### config.mk
export PLATFORM = sky130hd
export DESIGN_NAME = rf_wb_sched
export DESIGN_NICKNAME = d
export VERILOG_FILES = /design/src/rtl/rf_wb_sched.sv
export SDC_FILE = /design/constraint.sdc
export NUM_CORES = 1
export LEC_CHECK = 0
export CAP_MARGIN = 40
export CORE_MARGIN = 5
export CORE_UTILIZATION = 40
export DETAILED_ROUTE_END_ITERATION = 7
export PLACE_DENSITY = 0.88
export RECOVER_POWER = 100
export SETUP_SLACK_MARGIN = 0.2
export SYNTH_ARGS = -nofsm -noshare
export SYNTH_HDL_FRONTEND = slang
export SYNTH_SLANG_ARGS = --single-unit
### constraint.sdc
create_clock -name clk -period 3.6 [get_ports clk]
set_clock_uncertainty 0.05 [all_clocks]
set_input_delay 0.72 -clock clk [delete_from_list [all_inputs] [get_ports clk]]
set_output_delay 0.72 -clock clk [all_outputs]
set_load 0.01 [all_outputs]
### src/rtl/rf_wb_sched.sv
// Write-back scheduler: round-robin share of the register-file write port between A and B.
// Optional post-reset zeroing sweep of x1..x31 is compiled in with `RF_CLEAR_EN.
//
// state   | meaning
// CLEAR   | zeroing sweep, one register per cycle, requesters stalled
// RUN     | normal arbitration of A/B onto the write port
module rf_wb_sched (
    input  logic        clk,
    input  logic        rst,
    input  logic        a_valid,
    input  logic [4:0]  a_addr,
    input  logic [31:0] a_data,
    output logic        a_ready,
    input  logic        b_valid,
    input  logic [4:0]  b_addr,
    input  logic [31:0] b_data,
    output logic        b_ready,
    output logic [4:0]  rf_wa,
    output logic [31:0] rf_wd,
    output logic        rf_we,
    output logic        busy
);

    typedef enum logic {S_CLEAR, S_RUN} state_t;

    state_t      state, state_nxt;
    logic        rr, rr_nxt;           // 0: A wins the next contest, 1: B
    logic        we_nxt;
    logic [4:0]  wa_nxt;
    logic [31:0] wd_nxt;
    logic        a_acc, b_acc;

`ifdef RF_CLEAR_EN
    logic [4:0]  idx, idx_nxt;
    localparam state_t RST_STATE = S_CLEAR;
`else
    localparam state_t RST_STATE = S_RUN;
`endif

    always_comb begin
        state_nxt = state;
        rr_nxt    = rr;
        a_ready   = 1'b0;
        b_ready   = 1'b0;
        a_acc     = 1'b0;
        b_acc     = 1'b0;
        we_nxt    = 1'b0;
        wa_nxt    = rf_wa;
        wd_nxt    = rf_wd;
        busy      = 1'b0;
`ifdef RF_CLEAR_EN
        idx_nxt   = idx;
`endif
        case (state)
`ifdef RF_CLEAR_EN
            S_CLEAR: begin
                busy = 1'b1;
                // idx wraps to 0 after the write to x31
                if (idx == 5'd0) begin
                    state_nxt = S_RUN;
                end else begin
                    we_nxt  = 1'b1;
                    wa_nxt  = idx;
                    wd_nxt  = 32'd0;
                    idx_nxt = idx + 5'd1;
                end
            end
`endif
            S_RUN: begin
                // readies are forced low while rst is asserted
                a_ready = rst & (!b_valid | !rr);
                b_ready = rst & (!a_valid | rr);
                a_acc   = a_valid & a_ready;
                b_acc   = b_valid & b_ready;
                if (a_acc) begin
                    wa_nxt = a_addr;
                    wd_nxt = a_data;
                    we_nxt = |a_addr;
                end else if (b_acc) begin
                    wa_nxt = b_addr;
                    wd_nxt = b_data;
                    we_nxt = |b_addr;
                end
                if (a_valid & b_valid)
                    rr_nxt = a_acc;
            end
            default: state_nxt = RST_STATE;
        endcase
    end

    always_ff @(posedge clk or negedge rst) begin
        if (!rst) begin
            state <= RST_STATE;
            rr    <= 1'b0;
            rf_we <= 1'b0;
            rf_wa <= 5'd0;
            rf_wd <= 32'd0;
`ifdef RF_CLEAR_EN
            idx   <= 5'd1;
`endif
        end else begin
            state <= state_nxt;
            rr    <= rr_nxt;
            rf_we <= we_nxt;
            rf_wa <= wa_nxt;
            rf_wd <= wd_nxt;
`ifdef RF_CLEAR_EN
            idx   <= idx_nxt;
`endif
        end
    end

endmodule

==> results of run 1 <==
-- cell type report --
class,instances,area [µm²]
Clock buffer,7,76.3
Sequential cell,39,976
Tap cell,67,83.8
Fill cell,410,1520
Inverter,3,11.3
Clock inverter,1,5.00
Timing Repair Buffer,125,1240
Multi-Input combinational cell,164,842
-- power breakdown --
group / leakage (µW) / switching, µW / internal, µW
Clock: 0.0000422 / 144 / 136
Combinational: 0.000734 / 175 / 210
Sequential: 0.000440 / 30.5 / 499
Total: 0.00122 / 350 / 846
-- synthesized netlist by cell type, types with 2 or more instances --
cell type  number
buf_4           2
nor2_1         38
buf_2           4
o21ai_0        37
dfrtp_1        39
nand2_1         3
buf_6           2
buf_8           2
inv_1           2
nand3_1        37
a31oi_1        37
or4_1           2
clkbuf_1       15
-- metal layers --
| metal | part of all wire [%] | wire, µm |
|---|---|---|
| met1 | 40 | 2550 |
| met2 | 51 | 3200 |
| met3 | 8.2 | 518 |
| met4 | 0.93 | 59 |
| met5 | 0 | 0 |
-- state kept, by name (all words and copies together), names as in the netlist --
register	count
rf_wa	5
rf_wd	32
rf_we	1
rr	1
-- how the worst max path moves through the flow --
stage,end,slack (ns)
after floorplan,a_ready,1.55
after global placement,a_ready,0.76
after detailed placement,a_ready,0.74
after CTS,a_ready,0.73
after global routing,rf_wd[2],0.44
final,a_ready,0.63
-- per-stage QoR --
stage / setup WS [ns] / power [µW] / area, µm² / hold WS, ns
after global routing: 0.444 / 1270 / 3240 / 0.278
after detailed placement: 0.736 / 956 / 3170 / 0.475
after CTS: 0.727 / 1240 / 3250 / 0.200
final: 0.631 / 1200 / 3240 / 0.260
after floorplan: 1.55 / 703 / 1970 / 0.374
after global placement: 0.765 / 942 / 3140 / 0.478
-- kinds of logic after synthesis --
logic type | Yosys count
other | 1
buffers and inverters | 28
AOI/OAI and AO/OA | 78
and+or+nand+nor | 85
DFF | 39
==> flow_metrics.env, run 1 <==
export IMPL_critPathKind="input pin to output port"
export IMPL_timing_rr_start="rr"
export IMPL_syn_avg_cell_area_um2=8.54
export IMPL_clock_path_buffers=2
export IMPL_clock_sinks=39
export IMPL_placedCellCount=398
export IMPL_grt_use_total_pct=20.3
export IMPL_use_met2_pct=34.4
export IMPL_final_util_pct=68.1
export IMPL_layout_commonest_cell="clkdlybuf4s50_1"
export IMPL_grt_pass1_wl_um=10200
export IMPL_drt_iter0_drc=84
export IMPL_arrival_ns=2.20
export IMPL_syn_area_um2=1970
export IMPL_wl_um=6330
export IMPL_reg2reg_to="rf_we"
export IMPL_cts_resized=0
export IMPL_die_area_um2=6430
export IMPL_gp_congestion=0.787
export IMPL_ant_nets=0
export IMPL_io_buffers=117
export IMPL_syn_inst=231
export IMPL_rsz0062_at_grt="no"
export IMPL_drive_gt1_share_pct=4.42
export IMPL_ir_drop_mv=0.228
export IMPL_crit_path_max_fanout=7
export IMPL_synth_flop_cell="dfrtp_1"
export IMPL_synth_mux_area_share_pct=0
export IMPL_wire_per_inst_um=15.6
export IMPL_crit_slowest_cell="dlygate4sd3_1"
export IMPL_grt_max_degree=42
export IMPL_synth_compound_area_share_pct=22.8
export IMPL_crit_chain="dlygate4sd3_1 -> a21bo_1 -> inv_2 -> clkdlybuf4s50_1"
export IMPL_grt_busiest_layer="met2"
export IMPL_gr_usage_met3_pct=5.49
export IMPL_final_setup_viol_count=0
export IMPL_maxCapViolCount=0
export IMPL_tns_ns=0
export IMPL_cpPeakStageDelay_ns=0.63
export IMPL_ff2ff_path_depth=5
export IMPL_synth_fp_nets=309
export IMPL_slew_viol_final=0
export IMPL_nets=416
export IMPL_num_rows=25
export IMPL_drc=0
export IMPL_clk_latency_ns=0.28
export IMPL_initial_utilization_pct=41.5
export IMPL_async_flop_share_pct=100
export IMPL_yosys_area_share_adder_pct=0
export IMPL_finalHoldViolCount=0
export IMPL_crit_path_end_kind="output port"
export IMPL_yosys_area_share_simple_pct=19.7
export IMPL_crit_start="b_valid"
export IMPL_synth_top_family_by_area="compound AO/OA/AOI/OAI gates"
export IMPL_first_pass_iters=4
export IMPL_path_clk_slew_ns=0.07
export IMPL_cp_depth=4
export IMPL_hp_class="input pin to async pin"
export IMPL_required_ns=2.83
export IMPL_synth_cell_type_count=24
export IMPL_pin_count=119
export IMPL_cts_tree="done"
export IMPL_h_tree_depth=2
export IMPL_start_kind="input pin"
export IMPL_cts_root_buf="clkbuf_8"
export IMPL_core_um2=4750
export IMPL_synthXorXnorAreaFrac_pct=0
export IMPL_yosys_warnings=0
export IMPL_yosys_top_cells_area="dfrtp_1, a31oi_1, nand3_1, o21ai_0, nor2_1"
export IMPL_num_vias=2154
export IMPL_die_w_um=80.2
export IMPL_min_period_over_period_pct=82.5
export IMPL_ys_seq_elements=39
export IMPL_worstMarginPinSlew_ns=1.32
export IMPL_dpl_hpwl_um=4620
export IMPL_routed_via_density=5.31
export IMPL_outcome="finished, final reports clean"
export IMPL_ctsHoldBuffers=0
export IMPL_powerDensity_nw_per_um2=369
export IMPL_cts_setup_buffers=0
export IMPL_stdcell_count=406
export IMPL_n_antenna_cell=0
export IMPL_yosysSeqAreaShare_pct=49.5
export IMPL_slew_headroom_pct=11.8
export IMPL_grt_ovfl_total=0
export IMPL_fmax_mhz=337
export IMPL_grt_pass1_vias=2092
export IMPL_area_growth_pct=64.2
export IMPL_netlist_area_leader_share_pct=49.5
export IMPL_grt_use_met1_pct=25.3
export IMPL_timing_critical_path_buf_inv=3
export IMPL_synth_edf_count=0
export IMPL_final_cell_mix="clkdlybuf4s50_1, dlygate4sd3_1, dfrtp_1"
export IMPL_numCtsBuffers=5
export IMPL_fin_crit_ns=2.97
export IMPL_critPathTopFamily="buffers and inverters"
export IMPL_antenna_found_initial=0
export IMPL_yosys_area_top_type="dfrtp_1"
export IMPL_rrSetupSlack_ns=1.77
export IMPL_leakage_uw=0.00122
export IMPL_die_height_um=80.2
(Power assumes the default switching activity.)
==> run 2: changes to the inputs <==
--- a/config.mk
+++ b/config.mk
@@ -7,9 +7,9 @@
 export LEC_CHECK = 0
 export CAP_MARGIN = 40
 export CORE_MARGIN = 5
-export CORE_UTILIZATION = 40
+export CORE_UTILIZATION = 34
 export DETAILED_ROUTE_END_ITERATION = 7
-export PLACE_DENSITY = 0.88
+export PLACE_DENSITY = 0.8
 export RECOVER_POWER = 100
 export SETUP_SLACK_MARGIN = 0.2
 export SYNTH_ARGS = -nofsm -noshare
==> constraint.sdc (replaced) <==
create_clock -name clk -period 2.45 [get_ports clk]
set_clock_uncertainty 0.05 [all_clocks]
set_input_delay 0.49 -clock clk [delete_from_list [all_inputs] [get_ports clk]]
set_output_delay 0.49 -clock clk [all_outputs]
set_load 0.01 [all_outputs]
==> run 2 against run 1 <==
First-iteration DRC count fell by 25%. Wire length rose by 3.7%. Global-route usage fell by 3.1 points. Flip-flop and latch count did not move. Clock power rose by 39%. Count of clock-buffer cells in the layout fell by 1. Critical path depth rose by 2. Worst hold slack improved by 0.13 ns. Register-to-register slack got worse by 1.2 ns. Critical path type is now input pin to register. Largest power group unchanged.
==> flow_metrics.env, run 2 (synthesis gave the netlist of run 1 again) <==
export IMPL_outcome="finished, final reports clean"
export IMPL_die_w_um=86.2
export IMPL_grt_use_total_pct=17.2
export IMPL_clk_latency_ns=0.28
export IMPL_nets=418
export IMPL_hold_slack_ns=0.389
export IMPL_cpPeakStageDelay_ns=0.63
export IMPL_die_height_um=86.2
export IMPL_crit_path_max_fanout=37
export IMPL_ant_nets=0
export IMPL_wl_um=6560
export IMPL_regMostFlops="rf_wd"
export IMPL_final_setup_viol_count=0
export IMPL_io_buffers=117
export IMPL_critPathKind="input pin to register"
export IMPL_final_cell_mix="clkdlybuf4s50_1, dfrtp_1, nor2_1, nand3_1, dlygate4sd3_1"
export IMPL_drc=0
export IMPL_reg2reg_to="rf_wd[27]"
export IMPL_worstMarginPinSlew_ns=0.809
export IMPL_dpl_cell_area_um2=3170
export IMPL_num_rows=27
export IMPL_path_clk_slew_ns=0.07
export IMPL_start_kind="input pin"
export IMPL_ctsHoldBuffers=0
export IMPL_timing_critical_path_buf_inv=3
export IMPL_largest_reg_flops=32
export IMPL_critPathTopFamily="buffers and inverters"
export IMPL_top_regs="rf_wd (32), rf_wa (5)"
export IMPL_core_um2=5570
export IMPL_timing_rr_start="rr"
export IMPL_h_tree_depth=2
export IMPL_powerDensity_nw_per_um2=536
export IMPL_wire_per_inst_um=16.0
export IMPL_grt_ovfl_total=0
export IMPL_final_util_pct=58.0
export IMPL_routed_via_density=5.20
export IMPL_antenna_found_initial=0
export IMPL_final_fill_count=520
export IMPL_maxCapViolCount=0
export IMPL_die_area_um2=7420
export IMPL_n_antenna_cell=0
export IMPL_leakage_uw=0.00122
export IMPL_fmax_mhz=472
export IMPL_area_growth_pct=63.8
export IMPL_tns_ns=0
export IMPL_arrival_ns=2.26
export IMPL_crit_slowest_cell="clkbuf_2"
export IMPL_min_period_over_period_pct=86.4
export IMPL_fin_crit_ns=2.12
export IMPL_cts_tree="done"
export IMPL_layout_commonest_cell="clkdlybuf4s50_1"
export IMPL_dpl_hpwl_um=4640
export IMPL_grt_pass1_wl_um=10100
export IMPL_first_pass_iters=4
export IMPL_crit_path_end_kind="register"
export IMPL_drive_gt1_share_pct=4.72
export IMPL_ir_drop_mv=0.219
export IMPL_crit_chain="clkdlybuf4s50_1 -> a21bo_1 -> inv_1 -> clkbuf_2 -> nand3_1 -> a31oi_1"
export IMPL_required_ns=2.59
export IMPL_hp_class="input pin to async pin"
export IMPL_clock_sinks=39
export IMPL_clock_path_buffers=2
export IMPL_slew_viol_final=0
export IMPL_grt_max_degree=51
export IMPL_numCtsBuffers=5
export IMPL_cp_depth=6
export IMPL_slew_headroom_pct=46.0
export IMPL_drt_iter0_drc=63
export IMPL_ff2ff_path_depth=5
export IMPL_gp_congestion=0.750
export IMPL_cts_root_buf="clkbuf_8"
export IMPL_rrSetupSlack_ns=0.59
export IMPL_num_vias=2136
export IMPL_initial_utilization_pct=35.4
export IMPL_finalHoldViolCount=0
export IMPL_grt_pass1_vias=2017
export IMPL_fin_area_um2=3230
export IMPL_rsz0062_at_grt="no"
export IMPL_pin_count=119
[run 2: worst reg2reg max path, cell delays in order, from the launching register on]
cell and delay [ns]:
dfrtp_1 0.41, a21bo_1 0.20, inv_1 0.07, clkbuf_2 0.63
nand3_1 0.17, a31oi_1 0.24
[run 2: worst max-delay path by stage]
stage                end  startpoint  slack, ns
5_1_grt        rf_wd[27]     b_valid       0.18
6_report       rf_wd[27]     b_valid       0.33
4_1_cts          b_ready     a_valid       0.37
2_1_floorplan    a_ready         rst       0.86
3_3_place_gp     b_ready     a_valid       0.17
3_5_place_dp     b_ready     a_valid       0.16
[run 2: layout make-up]
class	instances	area, µm²	share of cell area [%]
clock buffers	6	72.6	2.25
inverters	3	11.3	0.349
multi-input cells	164	837	25.9
flip-flops and latches	39	976	30.2
well taps	72	90.1	2.79
repair buffers	127	1240	38.5
[run 2: routing by layer]
layer | global-route usage (%) | share of wire [%] | vias up | wire [µm]
met1 | 21.3 | 42 | 982 | 2760
met3 | 5.96 | 9.9 | 10 | 650
met4 | 3.74 | 1.3 | 0 | 85
met5 | 0 | 0 | - | 0
met2 | 28.7 | 47 | 96 | 3060
li1 | - | - | 1048 | -
[run 2: what timing repair did]
action | in CTS | in global routing
buffers inserted | 0 | 0
gates resized for setup | 2 | 0
endpoints found under the setup margin | 2 | 0
[run 2: through the flow]
step | total power, µW | std cells | setup slack (ns)
after floorplan | 1030 | 231 | 0.863
after detailed placement | 1410 | 405 | 0.161
after global placement | 1390 | 405 | 0.175
after global routing | 1840 | 411 | 0.183
after CTS | 1800 | 411 | 0.366
final | 1730 | 411 | 0.333
[run 2: power breakdown]
group | switching, µW | internal (µW) | leakage, µW
Combinational | 259 | 308 | 0.000745
Sequential | 43.0 | 734 | 0.000440
Clock | 199 | 190 | 0.0000371
==> run 3: changes to the inputs <==
--- a/config.mk
+++ b/config.mk
@@ -5,13 +5,15 @@
 export SDC_FILE = /design/constraint.sdc
 export NUM_CORES = 1
 export LEC_CHECK = 0
+export ABC_CLOCK_PERIOD_IN_PS = 2100
 export CAP_MARGIN = 40
 export CORE_MARGIN = 5
-export CORE_UTILIZATION = 34
+export CORE_UTILIZATION = 37
 export DETAILED_ROUTE_END_ITERATION = 7
-export PLACE_DENSITY = 0.8
+export PLACE_DENSITY = 0.83
 export RECOVER_POWER = 100
 export SETUP_SLACK_MARGIN = 0.2
+export SLEW_MARGIN = 10
 export SYNTH_ARGS = -nofsm -noshare
 export SYNTH_HDL_FRONTEND = slang
 export SYNTH_SLANG_ARGS = --single-unit
==> constraint.sdc (replaced) <==
create_clock -name clk -period 2.1 [get_ports clk]
set_clock_uncertainty 0.05 [all_clocks]
set_input_delay 0.42 -clock clk [delete_from_list [all_inputs] [get_ports clk]]
set_output_delay 0.42 -clock clk [all_outputs]
set_load 0.01 [all_outputs]
==> run 3 against run 2 <==
Wire length shrank 0.46%. Non-clock buffer count grew 2. Global-route usage grew 1.5 points. Design area grew 2.0%. Clock power grew 68%.
==> flow_metrics.env, run 3 (synthesis gave the netlist of run 1 again) <==
export IMPL_timing_rr_start="rr"
export IMPL_nets=420
export IMPL_finalWorstSetupSlack_ns=0.200
export IMPL_numCtsBuffers=5
export IMPL_h_tree_depth=2
export IMPL_pin_count=119
export IMPL_ctsHoldBuffers=0
export IMPL_cts_root_buf="clkbuf_8"
export IMPL_fin_crit_ns=1.90
export IMPL_n_antenna_cell=0
export IMPL_routed_via_density=5.25
export IMPL_die_w_um=83
export IMPL_path_clk_slew_ns=0.08
export IMPL_final_setup_viol_count=0
export IMPL_reg2reg_to="rf_wd[8]"
export IMPL_hp_class="input pin to async pin"
export IMPL_core_um2=5140
export IMPL_outcome="finished, final reports clean"
export IMPL_drt_iter0_drc=143
export IMPL_wire_per_inst_um=15.8
export IMPL_rsz0062_at_grt="no"
export IMPL_critPathTopFamily="buffers and inverters"
export IMPL_clock_path_buffers=2
export IMPL_dpl_hpwl_um=4780
export IMPL_num_vias=2168
export IMPL_final_fill_count=481
export IMPL_powerDensity_nw_per_um2=675
export IMPL_gp_congestion=0.801
export IMPL_finalHoldViolCount=0
export IMPL_slew_headroom_pct=64.8
export IMPL_hold_slack_ns=0.292
export IMPL_initial_utilization_pct=38.4
export IMPL_cp_depth=4
export IMPL_clock_sinks=39
export IMPL_regMostFlops="rf_wd"
export IMPL_first_pass_iters=4
export IMPL_multi_input_area_um2=841
export IMPL_layout_commonest_cell="clkdlybuf4s50_1"
export IMPL_top_regs="rf_wd (32), rf_wa (5)"
export IMPL_maxCapViolCount=0
export IMPL_clk_latency_ns=0.29
export IMPL_seq_area_um2=976
export IMPL_placedCellCount=405
export IMPL_grt_max_degree=41
export IMPL_ir_drop_mv=0.348
export IMPL_cts_setup_buffers=0
export IMPL_crit_path_max_fanout=2
export IMPL_drive_gt1_share_pct=6.12
export IMPL_ant_nets=0
export IMPL_grt_pass1_wl_um=10700
export IMPL_wl_um=6530
export IMPL_ff2ff_path_depth=5
export IMPL_tns_ns=0
export IMPL_arrival_ns=1.43
export IMPL_crit_slowest_cell="clkdlybuf4s50_1"
export IMPL_largest_reg_flops=32
export IMPL_drc=0
export IMPL_final_cell_mix="clkdlybuf4s50_1, dfrtp_1, nor2_1, dlygate4sd3_1"
export IMPL_pre_cts_ws_ns=-0.0181
export IMPL_required_ns=1.63
export IMPL_stdcell_count=413
export IMPL_leakage_uw=0.00125
export IMPL_area_growth_pct=67.1
export IMPL_slew_viol_final=0
export IMPL_fin_area_um2=3300
export IMPL_min_period_over_period_pct=90.5
export IMPL_start_kind="input pin"
export IMPL_fmax_mhz=526
export IMPL_cts_tree="done"
export IMPL_worstMarginPinSlew_ns=0.528
export IMPL_grt_ovfl_total=0
export IMPL_cpPeakStageDelay_ns=0.49
export IMPL_io_buffers=117
export IMPL_antenna_found_initial=0
export IMPL_dpl_cell_area_um2=3200
export IMPL_die_height_um=83
export IMPL_crit_path_end_kind="output port"
export IMPL_grt_pass1_vias=2123
export IMPL_crit_chain="clkdlybuf4s50_1 -> nand2b_1 -> and2_1 -> clkdlybuf4s25_1"
export IMPL_num_rows=26
export IMPL_die_area_um2=6890
export IMPL_timing_critical_path_buf_inv=2
export IMPL_critPathKind="input pin to output port"
export IMPL_grt_use_total_pct=18.7
export IMPL_rrSetupSlack_ns=0.57
==> run 3: timing repair <==
item,in CTS,in global routing
gates cloned,0,0
gates resized for setup,2,1
setup endpoints to repair,2,1
==> run 3: layout make-up <==
| class | count | area share, % |
|---|---|---|
| clock inverter | 2 | 1.06 |
| tap | 70 | 2.66 |
| inverter | 3 | 0.342 |
| timing repair buffer | 129 | 38.3 |
| clock buffer | 6 | 2.51 |
| sequential | 39 | 29.6 |
| multi-input combinational | 164 | 25.5 |
==> run 3: how the worst max path moves through the flow <==
stage	to	start
2_1_floorplan	a_ready	rst
3_3_place_gp	a_ready	b_valid
3_5_place_dp	a_ready	b_valid
4_1_cts	b_ready	a_valid
5_1_grt	rf_wa[2]	rst
6_report	b_ready	a_valid
==> run 3: power breakdown <==
part           switching, µW  internal [µW]
registers               51.6            856
logic                    300            365
clock network            267            385
==> run 3: stage by stage <==
step	util [%]	power (µW)
global route	64.1	2350
CTS	64.5	2300
global placement	62.2	1630
floorplan	-	1210
detailed placement	62.2	1650
finish	64.1	2220
==> run 3: routing by layer <==
layer,wire length (µm),GRT usage [%],vias to the layer above
met2,3350,32.5,73
met4,96,5.65,0
met5,0,0,-
met1,2620,22.3,1030
li1,-,-,1056
met3,466,5.35,9
